==> src/rtl/adc128s022_emulator.sv <==
// ADC128S022 converter-side SPI responder.
// Oversamples SCLK/CS/DIN with clk_50M, decodes the 3-bit channel address,
// and shifts out {4'b0, 12-bit sample} MSB first, one bit per falling SCLK.
module adc128s022_emulator #(
    parameter int DATA_W      = 12,
    parameter int SYNC_STAGES = 2
) (
    input  logic                  clk_50M,
    input  logic                  rst_n,
    input  logic                  adc_sck,
    input  logic                  adc_cs_n,
    input  logic                  din,
    input  logic [8*DATA_W-1:0]   ch_data,
    output logic                  dout,
    output logic [2:0]            cur_ch,
    output logic                  frame_done,
    output logic                  frame_err
);

    localparam int FRAME_W = DATA_W + 4;

    typedef enum logic {IDLE, FRAME} state_e;

    // Synchronizer chains; the extra top stage holds the previous synchronized
    // sample so edges are seen SYNC_STAGES+1 cycles after the pin moves.
    logic [SYNC_STAGES:0] sck_q, cs_q, din_q;

    // Input synchronizers; CS idles high so no spurious frame after reset.
    always_ff @(posedge clk_50M or negedge rst_n) begin
        if (!rst_n) begin
            sck_q <= '0;
            cs_q  <= '1;
            din_q <= '0;
        end else begin
            sck_q <= {sck_q[SYNC_STAGES-1:0], adc_sck};
            cs_q  <= {cs_q[SYNC_STAGES-1:0], adc_cs_n};
            din_q <= {din_q[SYNC_STAGES-1:0], din};
        end
    end

    logic sck_rise, sck_fall, cs_rise, cs_fall, din_s;
    assign sck_rise = sck_q[SYNC_STAGES-1] & ~sck_q[SYNC_STAGES];
    assign sck_fall = ~sck_q[SYNC_STAGES-1] & sck_q[SYNC_STAGES];
    assign cs_rise  = cs_q[SYNC_STAGES-1] & ~cs_q[SYNC_STAGES];
    assign cs_fall  = ~cs_q[SYNC_STAGES-1] & cs_q[SYNC_STAGES];
    assign din_s    = din_q[SYNC_STAGES-1];

    state_e               state_q, state_d;
    logic [2:0]           cur_ch_q, cur_ch_d;
    logic [2:0]           next_addr_q, next_addr_d;
    logic [2:0]           addr_cap_q, addr_cap_d;
    logic [4:0]           rcnt_q, rcnt_d;
    logic [3:0]           fcnt_q, fcnt_d;
    logic [FRAME_W-1:0]   shift_q, shift_d;
    logic                 done_q, done_d;
    logic                 err_q, err_d;

    // Snapshot of the channel that the next frame will convert.
    logic [FRAME_W-1:0]   load_word;
    assign load_word = {{(FRAME_W-DATA_W){1'b0}}, ch_data[next_addr_q*DATA_W +: DATA_W]};

    // Frame state register.
    always_ff @(posedge clk_50M or negedge rst_n) begin
        if (!rst_n) begin
            state_q     <= IDLE;
            cur_ch_q    <= '0;
            next_addr_q <= '0;
            addr_cap_q  <= '0;
            rcnt_q      <= '0;
            fcnt_q      <= '0;
            shift_q     <= '0;
            done_q      <= 1'b0;
            err_q       <= 1'b0;
        end else begin
            state_q     <= state_d;
            cur_ch_q    <= cur_ch_d;
            next_addr_q <= next_addr_d;
            addr_cap_q  <= addr_cap_d;
            rcnt_q      <= rcnt_d;
            fcnt_q      <= fcnt_d;
            shift_q     <= shift_d;
            done_q      <= done_d;
            err_q       <= err_d;
        end
    end

    // Next-state logic; CS edges win over SCLK edges in the same cycle.
    always_comb begin
        state_d     = state_q;
        cur_ch_d    = cur_ch_q;
        next_addr_d = next_addr_q;
        addr_cap_d  = addr_cap_q;
        rcnt_d      = rcnt_q;
        fcnt_d      = fcnt_q;
        shift_d     = shift_q;
        done_d      = 1'b0;
        err_d       = 1'b0;
        unique case (state_q)
            IDLE: begin
                if (cs_fall) begin
                    state_d  = FRAME;
                    cur_ch_d = next_addr_q;
                    shift_d  = load_word;
                    rcnt_d   = '0;
                    fcnt_d   = '0;
                end
            end
            FRAME: begin
                if (cs_rise) begin
                    state_d = IDLE;
                    // Partial frame: flag it and keep the old address.
                    if (rcnt_q != 5'd0 && rcnt_q != 5'd16) err_d = 1'b1;
                end else if (!cs_fall) begin
                    if (sck_fall) begin
                        shift_d = shift_q << 1;
                        fcnt_d  = fcnt_q + 4'd1;
                        // 16th falling edge: roll straight into the next frame.
                        if (fcnt_q == 4'd15) begin
                            cur_ch_d = next_addr_q;
                            shift_d  = load_word;
                            rcnt_d   = '0;
                        end
                    end else if (sck_rise) begin
                        if (rcnt_q != 5'd16) rcnt_d = rcnt_q + 5'd1;
                        // Rising edges 3..5 carry ADD2..ADD0.
                        if (rcnt_q >= 5'd2 && rcnt_q <= 5'd4)
                            addr_cap_d = {addr_cap_q[1:0], din_s};
                        if (rcnt_q == 5'd15) begin
                            next_addr_d = addr_cap_q;
                            done_d      = 1'b1;
                        end
                    end
                end
            end
            default: state_d = IDLE;
        endcase
    end

    assign dout       = (state_q == FRAME) & shift_q[FRAME_W-1];
    assign cur_ch     = cur_ch_q;
    assign frame_done = done_q;
    assign frame_err  = err_q;

endmodule

==> config.mk <==
export PLATFORM = sky130hd
export DESIGN_NAME = adc128s022_emulator
export DESIGN_NICKNAME = d
export VERILOG_FILES = /design/src/rtl/adc128s022_emulator.sv
export SDC_FILE = /design/constraint.sdc
export NUM_CORES = 1
export LEC_CHECK = 0
export ABC_AREA = 1
export CORE_ASPECT_RATIO = 2
export CORE_UTILIZATION = 34
export CTS_CLUSTER_SIZE = 24
export DETAILED_ROUTE_END_ITERATION = 16
export PLACE_DENSITY = 0.69
export SLEW_MARGIN = 20
export SYNTH_ARGS = -nofsm -noshare
export SYNTH_HDL_FRONTEND = slang
export SYNTH_SLANG_ARGS = --single-unit
==> constraint.sdc <==
create_clock -name clk_50M -period 2.7 [get_ports clk_50M]
set_clock_uncertainty 0.15 [all_clocks]
set_input_delay 0.675 -clock clk_50M [delete_from_list [all_inputs] [get_ports clk_50M]]
set_output_delay 0.675 -clock clk_50M [all_outputs]
set_load 0.02 [all_outputs]
==> results of run 1 <==
Yosys cell counts (2+ instances only):
| cell type | number |
|---|---|
| inv_1 | 29 |
| nor2_8 | 2 |
| a21oi_1 | 2 |
| nand3_2 | 2 |
| buf_2 | 11 |
| clkbuf_1 | 3 |
| buf_4 | 3 |
| nand4_1 | 4 |
| nand3_1 | 91 |
| dfstp_2 | 3 |
| o21ai_1 | 7 |
| o22ai_1 | 2 |
| inv_2 | 3 |
| nand2_2 | 4 |
| nor2_1 | 10 |
| buf_6 | 3 |
| o21ai_2 | 12 |
| o21ai_0 | 9 |
| dfrtp_1 | 42 |
| nand2_1 | 171 |
| ha_1 | 10 |
critical path: stages, from the launching register on:
cell	delay, ps
dfrtp_1	370
nand2_1	70
inv_1	50
clkdlybuf4s50_1	590
state kept, by name (all words and copies together), names as in the netlist:
register / cells
addr_cap_q: 3
cs_q: 3
cur_ch: 3
din_q: 2
fcnt_q: 4
frame_done: 1
frame_err: 1
next_addr_q: 3
rcnt_q: 5
sck_q: 3
shift_q: 16
state_q: 1
through the flow:
stage	instance area (µm²)	util [%]	hold slack [ps]	setup slack [ps]
2_1_floorplan	3040	-	181	868
6_report	4290	49.6	196	500
3_5_place_dp	4110	47.5	186	626
3_3_place_gp	4110	47.5	187	688
4_1_cts	4290	49.6	200	484
5_1_grt	4290	49.6	215	449
area by class of cell:
class	count	area share, %
Multi-Input combinational cell	332	37.8
Inverter	34	3.15
Sequential cell	45	26.4
Timing Repair Buffer	112	25.7
Clock inverter	2	0.876
Clock buffer	6	3.24
Tap cell	100	2.92
final timing paths:
check	endpoint	slack [ps]	cells after the start
max	dout	500	3
min	sck_q[1]	200	0
max reg2reg	shift_q[15]	600	8
min reg2reg	sck_q[1]	200	0
max in group asynchronous	cs_q[2]	1690	2
min in group asynchronous	shift_q[3]	310	2
kinds of logic (layout without fill, tap and decap cells):
family / Yosys count / count (layout) / share of synthesized area (%)
AND/OR/NAND/NOR: 287 / 287 / 41.6
buffers and inverters: 58 / 154 / 9.51
flip-flops: 45 / 45 / 37.2
AO/OA/AOI/OAI: 34 / 34 / 7.33
adder cells (fa/ha/maj): 10 / 10 / 4.12
XOR/XNOR: 1 / 1 / 0.288
where the power goes:
group	switching [µW]	total (µW)	internal, µW
Clock	249	710	461
Combinational	391	746	354
Sequential	150	1000	852
layer usage:
| layer | vias to the layer above | share of wire [%] | global-route usage, % |
|---|---|---|---|
| li1 | 1596 | - | - |
| met1 | 1433 | 38 | 19.8 |
| met2 | 86 | 53 | 35.3 |
| met3 | 21 | 5.3 | 2.36 |
| met4 | 0 | 3.8 | 9.86 |
| met5 | - | 0 | 0 |
layout by cell type (no fill, tap or decap), types with 7 or more instances in the layout:
master             n
clkdlybuf4s50_1  105
dfrtp_1           42
ha_1              10
inv_1             29
nand2_1          171
nand3_1           91
nor2_1            10
o21ai_0            9
o21ai_1            7
o21ai_2           12
==> flow_summary.yaml, run 1 <==
clock_network:
  clk_pin_slew_ps: 60
  cts_resized: 0
  clockBufferDepth: 2
  postCtsSetupRepairBufs: 0
  root_buffer: "clkbuf_16"
  holdBufCountCts: 0
  clock-sinks: 45
  clock_insertion_delay_worst_skew_ps: 290
  htreeDepth: 2
  cts_tree: "yes"
  cts_inserted_buffers: 5
power:
  power.density_nw_per_um2: 573
  p_total_uw: 2460
  vdd_ir_drop_max_mv: 0.352
  p_leak_uw: 0.00200
final_layout:
  nNetsFinal: 641
  final_cells: 631
  fill_cells: 832
  diodes: 0
  regArea_um2: 1130
  multiInputGateArea_um2: 1620
  area_delta_synth_final_pct: 41.1
  layout-drive-gt1-share_pct: 8.29
worst_setup_path:
  crit_type: "reg2out"
  timing.rr.start: "cs_q[1]"
  cp.required_ps: 1880
  end_kind: "output port"
  cp_data_arrival_time_ps: 1370
  crit_fanout: 2
  crit_start: "shift_q[15]"
  critPathLaunchType: "flop"
min_path:
  hold_path_class: "reg2reg"
  min-delay-start: "sck_q[0]"
route:
  drt-initial-drc-count: 121
  route.detailed.drc: 0
  wl_per_cell_um: 14.0
  ant_nets: 0
  drt-total-wl_um: 8830
  vias: 3136
  firstDrtPassIters: 4
  viasPerCell: 4.97
run_status:
  status: "complete, no violations"
timing:
  tns_ps: 0
  setup-violations-final: 0
  period_needed_ps: 2200
  relSlewSlack_pct: 47.9
  max_freq_mhz: 455
  rsz0062_at_grt: "false"
  hold_violations: 0
  worstMarginPinSlew_ps: 780
  finalCritPeriodShare_pct: 81.5
  drv_slew: 0
die:
  fp.dieArea_um2: 9340
  die_h_um: 136
  die_w_um: 68.8
  io_pins: 107
  initial_core_util_pct: 35.1
  fp-row-count: 48
  core_um2: 8650
global_route:
  grt_max_degree: 51
  grt_overflow_total: 0
  grt_pass1_vias: 2972
  grt_pass1_wl_um: 13400
  track_usage_pct: 19.1
  antenna_found_initial: 0
placement:
  place.gp.congestion: 0.868
  io_buffers: 106
  place_hpwl_um: 6640
  dp.cells: 623
yosys:
  ys.flop_type: "dfrtp_1"
  ys_seq_elements: 45
  seq_area_frac_synth_pct: 37.2
  netlist_top_cells_area: "dfrtp_1, nand2_1, nand3_1, ha_1, inv_1"
  syn_inst: 435
  async_flop_share_pct: 100
  synthesis.area_um2: 3040
  synth_top_area_share_pct: 34.6
  synth_nets: 546
  syn_area_per_cell_um2: 6.98
  synth-edff-count: 0
  yosysUniqueCellTypes: 33
  synth_warnings: 0
  synth_top_area_cell: "dfrtp_1"
flow_run:
  cap_violations: 0
Note: power is estimated with default switching activity, not from simulation.
==> inputs of run 2 (changes only) <==
==> constraint.sdc (replaced) <==
create_clock -name clk_50M -period 2.13 [get_ports clk_50M]
set_clock_uncertainty 0.15 [all_clocks]
set_input_delay 0.5325 -clock clk_50M [delete_from_list [all_inputs] [get_ports clk_50M]]
set_output_delay 0.5325 -clock clk_50M [all_outputs]
set_load 0.02 [all_outputs]
==> run 2 against run 1 <==
Effect of this change: power rose by 21%; via count down 1.9%; critical path depth stayed put; hold slack worse by 23 ps; register-to-register slack worse by 450 ps; cell count is 0.16% higher; die area stayed put; clock power up 4.6%; worst setup slack worse by 420 ps; largest cell class unchanged; highest routed layer unchanged.
==> flow_summary.yaml, run 2 (synthesized netlist as in run 1, its figures left out) <==
run_status:
  status: "complete, no violations"
final_layout:
  multiInputGateArea_um2: 1620
  nNetsFinal: 642
  area_delta_synth_final_pct: 41.5
  layout_common_cells: "nand2_1, clkdlybuf4s50_1, nand3_1"
  layout-drive-gt1-share_pct: 8.46
  regArea_um2: 1130
  layout_commonest_cell: "nand2_1"
  largest_reg_flops: 16
  fill_cells: 838
  top_register: "shift_q"
  reg.largest.list: "shift_q: 16 flops, rcnt_q: 5 flops, fcnt_q: 4 flops"
  diodes: 0
route:
  drt-initial-drc-count: 125
  drt-total-wl_um: 8590
  viasPerCell: 4.87
  route.detailed.drc: 0
  firstDrtPassIters: 4
  ant_nets: 0
  wl_per_cell_um: 13.6
  vias: 3077
worst_setup_path:
  critPathLaunchType: "flop"
  timing.rr.start: "cs_q[1]"
  crit_chain: "nand2_1 > inv_1 > clkdlybuf4s50_1"
  crit_fanout: 2
  crit_start: "shift_q[15]"
  crit_type: "reg2out"
  cp.required_ps: 1450
  cp_data_arrival_time_ps: 1370
  end_kind: "output port"
  max_stage_delay_ps: 590
  slowest_stage: "clkdlybuf4s50_1"
power:
  vdd_ir_drop_max_mv: 0.485
  p_leak_uw: 0.00200
  clkPwrFrac_pct: 25.1
  p_seq_share_pct: 42.9
  power.density_nw_per_um2: 690
  power_frac_comb_pct: 32.1
  internal-power_uw: 1970
  power_switching_uw: 995
  p_sw_share_pct: 33.6
global_route:
  antenna_found_initial: 0
  met2_usage_pct: 35.8
  grt_overflow_total: 0
  grt_pass1_wl_um: 13000
  met3_usage_pct: 2.78
  track_usage_pct: 18.6
  busiest_layer: "met2"
  grt_util_met1_pct: 18.2
  grt_pass1_vias: 2894
  grt_max_degree: 49
flow_run:
  cap_violations: 0
timing:
  relSlewSlack_pct: 62.3
  finalCritPeriodShare_pct: 96.1
  setup_ws_ps: 82.4
  rsz0062_at_grt: "false"
  hold_violations: 0
  setup-violations-final: 0
  worstMarginPinSlew_ps: 566
  drv_slew: 0
  period_needed_ps: 2050
  tns_ps: 0
  max_freq_mhz: 488
clock_network:
  cts_inserted_buffers: 5
  htreeDepth: 2
  holdBufCountCts: 0
  clk_pin_slew_ps: 60
  cts_resized: 0
  postCtsSetupRepairBufs: 0
  cts_tree: "yes"
  clock_insertion_delay_worst_skew_ps: 290
  clock-sinks: 45
  clockBufferDepth: 2
  root_buffer: "clkbuf_16"
die:
  io_pins: 107
  die_h_um: 136
  core_um2: 8650
  fp.dieArea_um2: 9340
  initial_core_util_pct: 35.1
  fp-row-count: 48
  die_w_um: 68.8
placement:
  place_hpwl_um: 6560
  dp_slack_ps: 184
  io_buffers: 106
  place.gp.congestion: 0.815
min_path:
  hold_path_class: "in2async"
==> run 2: cell count changes in the layout (fill, tap and decap cells not counted) <==
cell / change
buf_12: +3
buf_4: -2
bufinv_16: -1
clkbuf_8: -1
clkinv_2: +2
==> run 2: power groups by stage <==
stage / clock network, µW / logic, µW / registers, µW
after CTS: 767 / 963 / 1270
final: 743 / 951 / 1270
after global placement: 0 / 925 / 1280
after detailed placement: 0 / 956 / 1290
after global routing: 796 / 1070 / 1300
after floorplan: 0 / 642 / 1230
==> run 2: worst max-delay path: cells and delay by family, from the launching register on <==
kind,cells,cell delay (ps)
buffers and inverters,2,650
AND/OR/NAND/NOR,1,70
flip-flops,1,370
==> run 2: path summary, 6_finish.rpt <==
| path | endpoint | slack, ps | cells after the start |
|---|---|---|---|
| hold reg to reg | din_q[1] | 200 | 0 |
| hold / removal | din_q[1] | 170 | 2 |
| setup / recovery | dout | 80 | 3 |
| max in group asynchronous | shift_q[3] | 1270 | 2 |
| min in group clk_50M | din_q[1] | 200 | 0 |
| setup reg to reg | fcnt_q[3] | 150 | 10 |
==> run 2: metal layers <==
| metal | share of wire (%) | wire length [µm] | vias to the layer above |
|---|---|---|---|
| li1 | - | - | 1592 |
| met1 | 36 | 3090 | 1383 |
| met2 | 56 | 4780 | 84 |
| met3 | 5.8 | 501 | 18 |
| met4 | 2.5 | 217 | 0 |
| met5 | 0 | 0 | - |
==> run 2: cell type report <==
type                            instances  area share [%]
Multi-Input combinational cell        332            37.7
Timing Repair Buffer                  113            26.7
Sequential cell                        45            26.3
Inverter                               34            3.14
Clock buffer                            5            2.91
Tap cell                              100            2.91
Clock inverter                          3           0.408
==> run 2: stage by stage <==
stage | instances | hold WS [ps] | util [%] | power [µW] | instance area [µm²]
after floorplan | 435 | 86.9 | - | 1870 | 3040
after global placement | 624 | 183 | 48.0 | 2200 | 4160
after detailed placement | 624 | 188 | 48.0 | 2240 | 4160
after CTS | 632 | 198 | 49.7 | 3000 | 4300
after global routing | 632 | 210 | 49.7 | 3160 | 4300
final | 632 | 173 | 49.7 | 2970 | 4300
